--- config.mk ---
export PLATFORM = sky130hd
export DESIGN_NAME = sram_column_fetch_flat
export DESIGN_NICKNAME = d
export VERILOG_FILES = /design/src/rtl/sram_column_fetch_if.sv /design/src/rtl/sram_column_fetch.sv /design/src/flat_wrapper.sv
export SDC_FILE = /design/constraint.sdc
export NUM_CORES = 2
export LEC_CHECK = 0
export ABC_CLOCK_PERIOD_IN_PS = 14200
export BUFFER_PORTS_ARGS = -buffer_cell sky130_fd_sc_hd__clkbuf_2
export CAP_MARGIN = 30
export CORE_ASPECT_RATIO = 1.2
export CORE_MARGIN = 2
export CORE_UTILIZATION = 45
export DETAILED_ROUTE_END_ITERATION = 12
export SLEW_MARGIN = 15
export SYNTH_ARGS = -nofsm -noshare
export SYNTH_HDL_FRONTEND = slang
export SYNTH_SLANG_ARGS = --single-unit
--- constraint.sdc ---
create_clock -name clk -period 14.2 [get_ports clk]
set_input_delay 2.13 -clock clk [delete_from_list [all_inputs] [get_ports clk]]
set_output_delay 2.13 -clock clk [all_outputs]
set_load 0.02 [all_outputs]
--- src/rtl/sram_column_fetch_if.sv ---
// rtl/sram_column_fetch_if.sv - fetch request, SRAM read port and column output bundle
interface sram_column_fetch_if #(
    parameter int WIN_H = 5,
    parameter int PIX_W = 8
);
    logic                     start;
    logic [31:0]              anchor_x;
    logic [31:0]              anchor_y;
    logic [31:0]              width;
    logic [31:0]              height;
    logic [31:0]              base_addr;
    logic [31:0]              sram_addr;
    logic                     sram_read_enable;
    logic [PIX_W-1:0]         sram_rdata;
    logic                     io_final;
    logic                     col_valid;
    logic [WIN_H*PIX_W-1:0]   col_data;
    logic                     busy;

    modport slave (
        input  start, anchor_x, anchor_y, width, height, base_addr, sram_rdata,
        output sram_addr, sram_read_enable, io_final, col_valid, col_data, busy
    );

    modport master (
        output start, anchor_x, anchor_y, width, height, base_addr, sram_rdata,
        input  sram_addr, sram_read_enable, io_final, col_valid, col_data, busy
    );
endinterface

--- src/rtl/sram_column_fetch.sv ---
// rtl/sram_column_fetch.sv - reads one WIN_H-pixel column from SRAM with zero padding
module sram_column_fetch #(
    parameter int WIN_H = 5,
    parameter int PIX_W = 8
) (
    input  logic               clk,
    input  logic               n_rst,
    sram_column_fetch_if.slave bus
);
    localparam int RW = $clog2(WIN_H);

    typedef enum logic [1:0] {IDLE, ISSUE, LAST} state_t;

    state_t                 state;
    logic [31:0]            x_q, y_q, w_q, h_q, b_q;
    logic [RW-1:0]          cur_row, nxt_row, cap_row;
    logic                   cur_oob, cap_oob, cap_en;
    logic [WIN_H*PIX_W-1:0] shadow, shadow_next, col_q;
    logic [31:0]            addr_q;
    logic                   re_q, final_q, valid_q, busy_q;
    logic [32:0]            req;

    // {out_of_bounds, address}; row index wraps in 32 bits before the bounds test
    function automatic logic [32:0] row_req(input logic [31:0] b, x, y, w, h, r);
        logic [31:0] yr;
        yr = y + r;
        if ((x < w) && (yr < h))
            return {1'b0, b + yr * w + x};
        else
            return {1'b1, 32'd0};
    endfunction

    always_comb begin
        nxt_row = (state == IDLE) ? '0 : cur_row + 1'b1;
        if (state == IDLE)
            req = row_req(bus.base_addr, bus.anchor_x, bus.anchor_y,
                          bus.width, bus.height, 32'(nxt_row));
        else
            req = row_req(b_q, x_q, y_q, w_q, h_q, 32'(nxt_row));
        shadow_next = shadow;
        if (cap_en)
            shadow_next[int'(cap_row)*PIX_W +: PIX_W] = cap_oob ? '0 : bus.sram_rdata;
    end

    always_ff @(posedge clk or negedge n_rst) begin
        if (!n_rst) begin
            state   <= IDLE;
            x_q     <= '0;
            y_q     <= '0;
            w_q     <= '0;
            h_q     <= '0;
            b_q     <= '0;
            cur_row <= '0;
            cur_oob <= 1'b0;
            cap_row <= '0;
            cap_oob <= 1'b0;
            cap_en  <= 1'b0;
            shadow  <= '0;
            col_q   <= '0;
            addr_q  <= '0;
            re_q    <= 1'b0;
            final_q <= 1'b0;
            valid_q <= 1'b0;
            busy_q  <= 1'b0;
        end else begin
            // read data lags the strobe by one cycle, so the issued row is tracked one stage behind
            cap_en  <= (state == ISSUE);
            cap_row <= cur_row;
            cap_oob <= cur_oob;
            shadow  <= shadow_next;
            valid_q <= 1'b0;
            case (state)
                IDLE: begin
                    if (bus.start) begin
                        x_q     <= bus.anchor_x;
                        y_q     <= bus.anchor_y;
                        w_q     <= bus.width;
                        h_q     <= bus.height;
                        b_q     <= bus.base_addr;
                        cur_row <= nxt_row;
                        cur_oob <= req[32];
                        re_q    <= ~req[32];
                        addr_q  <= req[31:0];
                        busy_q  <= 1'b1;
                        state   <= ISSUE;
                    end
                end
                ISSUE: begin
                    if (cur_row == RW'(WIN_H - 1)) begin
                        re_q    <= 1'b0;
                        addr_q  <= '0;
                        final_q <= 1'b1;
                        state   <= LAST;
                    end else begin
                        cur_row <= nxt_row;
                        cur_oob <= req[32];
                        re_q    <= ~req[32];
                        addr_q  <= req[31:0];
                    end
                end
                LAST: begin
                    final_q <= 1'b0;
                    busy_q  <= 1'b0;
                    valid_q <= 1'b1;
                    col_q   <= shadow_next;
                    state   <= IDLE;
                end
                default: state <= IDLE;
            endcase
        end
    end

    assign bus.sram_addr        = addr_q;
    assign bus.sram_read_enable = re_q;
    assign bus.io_final         = final_q;
    assign bus.col_valid        = valid_q;
    assign bus.col_data         = col_q;
    assign bus.busy             = busy_q;
endmodule

--- src/flat_wrapper.sv ---
// flat-port wrapper written by rule: the top's interface ports become plain ports
module sram_column_fetch_flat 
#(
    parameter int WIN_H = 5,
    parameter int PIX_W = 8
)
  (clk, n_rst, bus_start, bus_anchor_x, bus_anchor_y, bus_width, bus_height, bus_base_addr, bus_sram_rdata, bus_sram_addr, bus_sram_read_enable, bus_io_final, bus_col_valid, bus_col_data, bus_busy);
  sram_column_fetch_if #(.WIN_H(WIN_H), .PIX_W(PIX_W)) bus_i ();
  input  logic clk;
  input  logic n_rst;
  input wire logic [$bits(bus_i.start)-1:0] bus_start;
  input wire logic [$bits(bus_i.anchor_x)-1:0] bus_anchor_x;
  input wire logic [$bits(bus_i.anchor_y)-1:0] bus_anchor_y;
  input wire logic [$bits(bus_i.width)-1:0] bus_width;
  input wire logic [$bits(bus_i.height)-1:0] bus_height;
  input wire logic [$bits(bus_i.base_addr)-1:0] bus_base_addr;
  input wire logic [$bits(bus_i.sram_rdata)-1:0] bus_sram_rdata;
  output wire logic [$bits(bus_i.sram_addr)-1:0] bus_sram_addr;
  output wire logic [$bits(bus_i.sram_read_enable)-1:0] bus_sram_read_enable;
  output wire logic [$bits(bus_i.io_final)-1:0] bus_io_final;
  output wire logic [$bits(bus_i.col_valid)-1:0] bus_col_valid;
  output wire logic [$bits(bus_i.col_data)-1:0] bus_col_data;
  output wire logic [$bits(bus_i.busy)-1:0] bus_busy;
  assign bus_i.start = bus_start;
  assign bus_i.anchor_x = bus_anchor_x;
  assign bus_i.anchor_y = bus_anchor_y;
  assign bus_i.width = bus_width;
  assign bus_i.height = bus_height;
  assign bus_i.base_addr = bus_base_addr;
  assign bus_i.sram_rdata = bus_sram_rdata;
  assign bus_sram_addr = bus_i.sram_addr;
  assign bus_sram_read_enable = bus_i.sram_read_enable;
  assign bus_io_final = bus_i.io_final;
  assign bus_col_valid = bus_i.col_valid;
  assign bus_col_data = bus_i.col_data;
  assign bus_busy = bus_i.busy;
  sram_column_fetch #(.WIN_H(WIN_H), .PIX_W(PIX_W)) u_core (.clk(clk), .n_rst(n_rst), .bus(bus_i));
endmodule
==> flow_summary.yaml <==
sta:
  worst_clock_skew_ns: 0.03700
  final-max-slew-violation-count: 0
  setup_violations: 0
  fin_crit_ns: 11.79
  grt_setup_unrepaired: "false"
  hold_viol: 0
  maxSlewHeadroom_pct: 29.12
  finalSetupTns_ns: 0
  post-route-period-util_pct: 83.01
  fmax_mhz: 84.84
  worstMarginPinSlew_ns: 1.063
global_route:
  antenna_found_initial: 19
  grt_pass1_wl_mm: 259.3
  grt.busiest_layer: "met2"
  first_global_vias: 40935
  track_usage_pct: 31.25
  grt_util_met1_pct: 40.46
  grt.overflow.total: 0
  use_met3_pct: 6.414
  grt_max_degree: 133
  met2_usage_pct: 50.00
final_layout:
  layout.cells.most_common: "inv_1"
  fin_nets: 7173
  drive_gt1_share_pct: 9.709
  syn_to_final_growth_pct: 8.396
  nFillCells: 10475
  post-route-util_pct: 49.28
  final_cell_mix: "inv_1, fa_1, nand2_1, nor2_1, ha_1"
critical_path:
  critical_path_arrival_ns: 12.24
  worst_setup_path_end_kind: "register"
  crit_path_frequent_cell: "fa_1"
  worstRegToRegCells: 34
  slowest_stage: "clkinv_1"
  crit_type: "input port to register"
  cpPeakStageDelay_ns: 0.72
  crit_path_max_fanout: 14
  critPathRequiredTime_ns: 14.65
  worstSetupStartpointType: "input port"
detailed_routing:
  vias_per_cell: 5.417
  drc: 0
  vias: 38559
  ant_nets: 0
  routedWlPerCell_um: 24.28
  drt_pre_antenna_iters: 6
  wl_mm: 172.8
  drt-initial-drc-count: 3190
run:
  maxCapViolCount: 0
logic_synthesis:
  synth_edf_count: 0
  ys_seq_area_share_pct: 14.40
  yosysWarnings: 0
  syn_area_per_cell_um2: 9.041
  syn_nets: 7020
  yosys.area.top_type_share_pct: 37.50
  syn_inst: 5515
  ys_ff_latch: 287
  synth_area_leaders: "fa_1, dfrtp_1, ha_1"
  synth_top_flop_cell: "dfrtp_1"
  synth_cell_type_count: 75
  synth_area_leader_cell: "fa_1"
  synth_area_um2: 49860
  async_reset_ff_share_pct: 100.0
clocking:
  clkSlewWorstSetupHoldPaths_ns: 0.06
  clkSinkCount: 287
  clockBufferDepth: 3
  cts_setup_buffers: 0
  clk_latency_ns: 0.60
  ctsHoldBuffers: 0
  htree_levels: 2
  cts-resized-gates: 0
  cts-root-buf: "clkbuf_16"
  cts_tree: "done"
  cts_inserted_buffers: 36
floorplan:
  rows: 133
  die_x_um: 307.9
  ios: 247
  dieArea_um2: 113500
  die_height_um: 368.6
  start_util_pct: 45.47
  core_area_um2: 109700
hold_path:
  min_path_cells: 0
  worstHoldPathType: "register to register"
place:
  place_congestion: 0.9875
  io_buffers: 246
  dp_hpwl_mm: 141.9
status:
  status: "finished clean"
-- logic make-up (layout without fill, tap and decap cells) --
kind of cell	Yosys count	after routing	share of synthesized area, %
compound gates	420	420	5.265
xor+xnor	227	227	4.535
other cells	0	5	0
flops	287	287	14.40
mux	111	111	2.507
fa+ha+maj	1335	1335	47.56
simple gates	1610	1610	14.23
buf+inv	1525	1706	11.50
-- metal layers --
metal / share of wire [%] / routed length, µm
met5: 0.026 / 45
met2: 46 / 78790
met1: 39 / 67500
met3: 9.4 / 16240
met4: 5.9 / 10270
-- critical path, delay by kind of cell --
family          cells  cell delay [ns]
compound gates     13             3.22
buf+inv             6             1.02
fa+ha+maj          10             4.28
simple gates        2             0.69
xor+xnor            2             0.89
-- area by class of cell --
| type | count | area, µm² | area share (%) |
|---|---|---|---|
| clock buffers | 45 | 1005 | 1.859 |
| inverters | 1321 | 4959 | 9.174 |
| multi-input cells | 3703 | 37050 | 68.54 |
| diodes | 5 | 12.51 | 0.02315 |
| well taps | 1417 | 1773 | 3.280 |
| repair buffers | 319 | 1833 | 3.392 |
| flip-flops and latches | 287 | 7182 | 13.29 |
| clock inverters | 21 | 237.7 | 0.4399 |
-- path summary, 6_finish.rpt --
check	startpoint	to	slack [ns]
hold reg to reg	u_core.cur_oob	u_core.cap_oob	0.40
hold / removal	u_core.cur_oob	u_core.cap_oob	0.40
max in group asynchronous	n_rst	u_core.h_q[6]	10.51
setup reg to reg	u_core.state[1]	u_core.bus.sram_addr[31]	2.48
setup / recovery	bus_anchor_y[2]	u_core.bus.sram_addr[31]	2.41
min in group asynchronous	n_rst	u_core.shadow[32]	1.54
-- cell usage after synthesis, drive strengths merged, types with 69 or more instances --
cell type / instances
xnor2: 163
nor2: 496
clkbuf: 195
nand2: 701
mux2: 111
ha: 400
fa: 934
o21ai: 175
and2: 230
dfrtp: 287
a21oi: 69
inv: 1297
-- flip-flops by register name, summed over array words and instances (netlist names) --
signal / count
u_core.bus.col_data: 40
u_core.shadow: 40
u_core.b_q: 32
u_core.bus.sram_addr: 32
u_core.h_q: 32
u_core.w_q: 32
u_core.x_q: 32
u_core.y_q: 32
u_core.cap_row: 3
u_core.cur_row: 3
u_core.state: 2
u_core.bus.busy: 1
u_core.bus.col_valid: 1
u_core.bus.io_final: 1
u_core.bus.sram_read_enable: 1
u_core.cap_en: 1
u_core.cap_oob: 1
u_core.cur_oob: 1
-- metrics by stage --
stage                     cells  setup slack [ns]  area [µm²]  hold slack [ns]
after global placement     7039             2.104       52700           0.3657
after detailed placement   7043             1.949       52730           0.3845
after CTS                  7109             2.556       53970           0.3978
after floorplan            5515             3.514       49860           0.3535
after global routing       7116             2.013       54040           0.4129
final                      7118             2.413       54050           0.3964
Power is not shown: default switching activity piles up to over one toggle a cycle in this logic, so the estimate is an artifact.
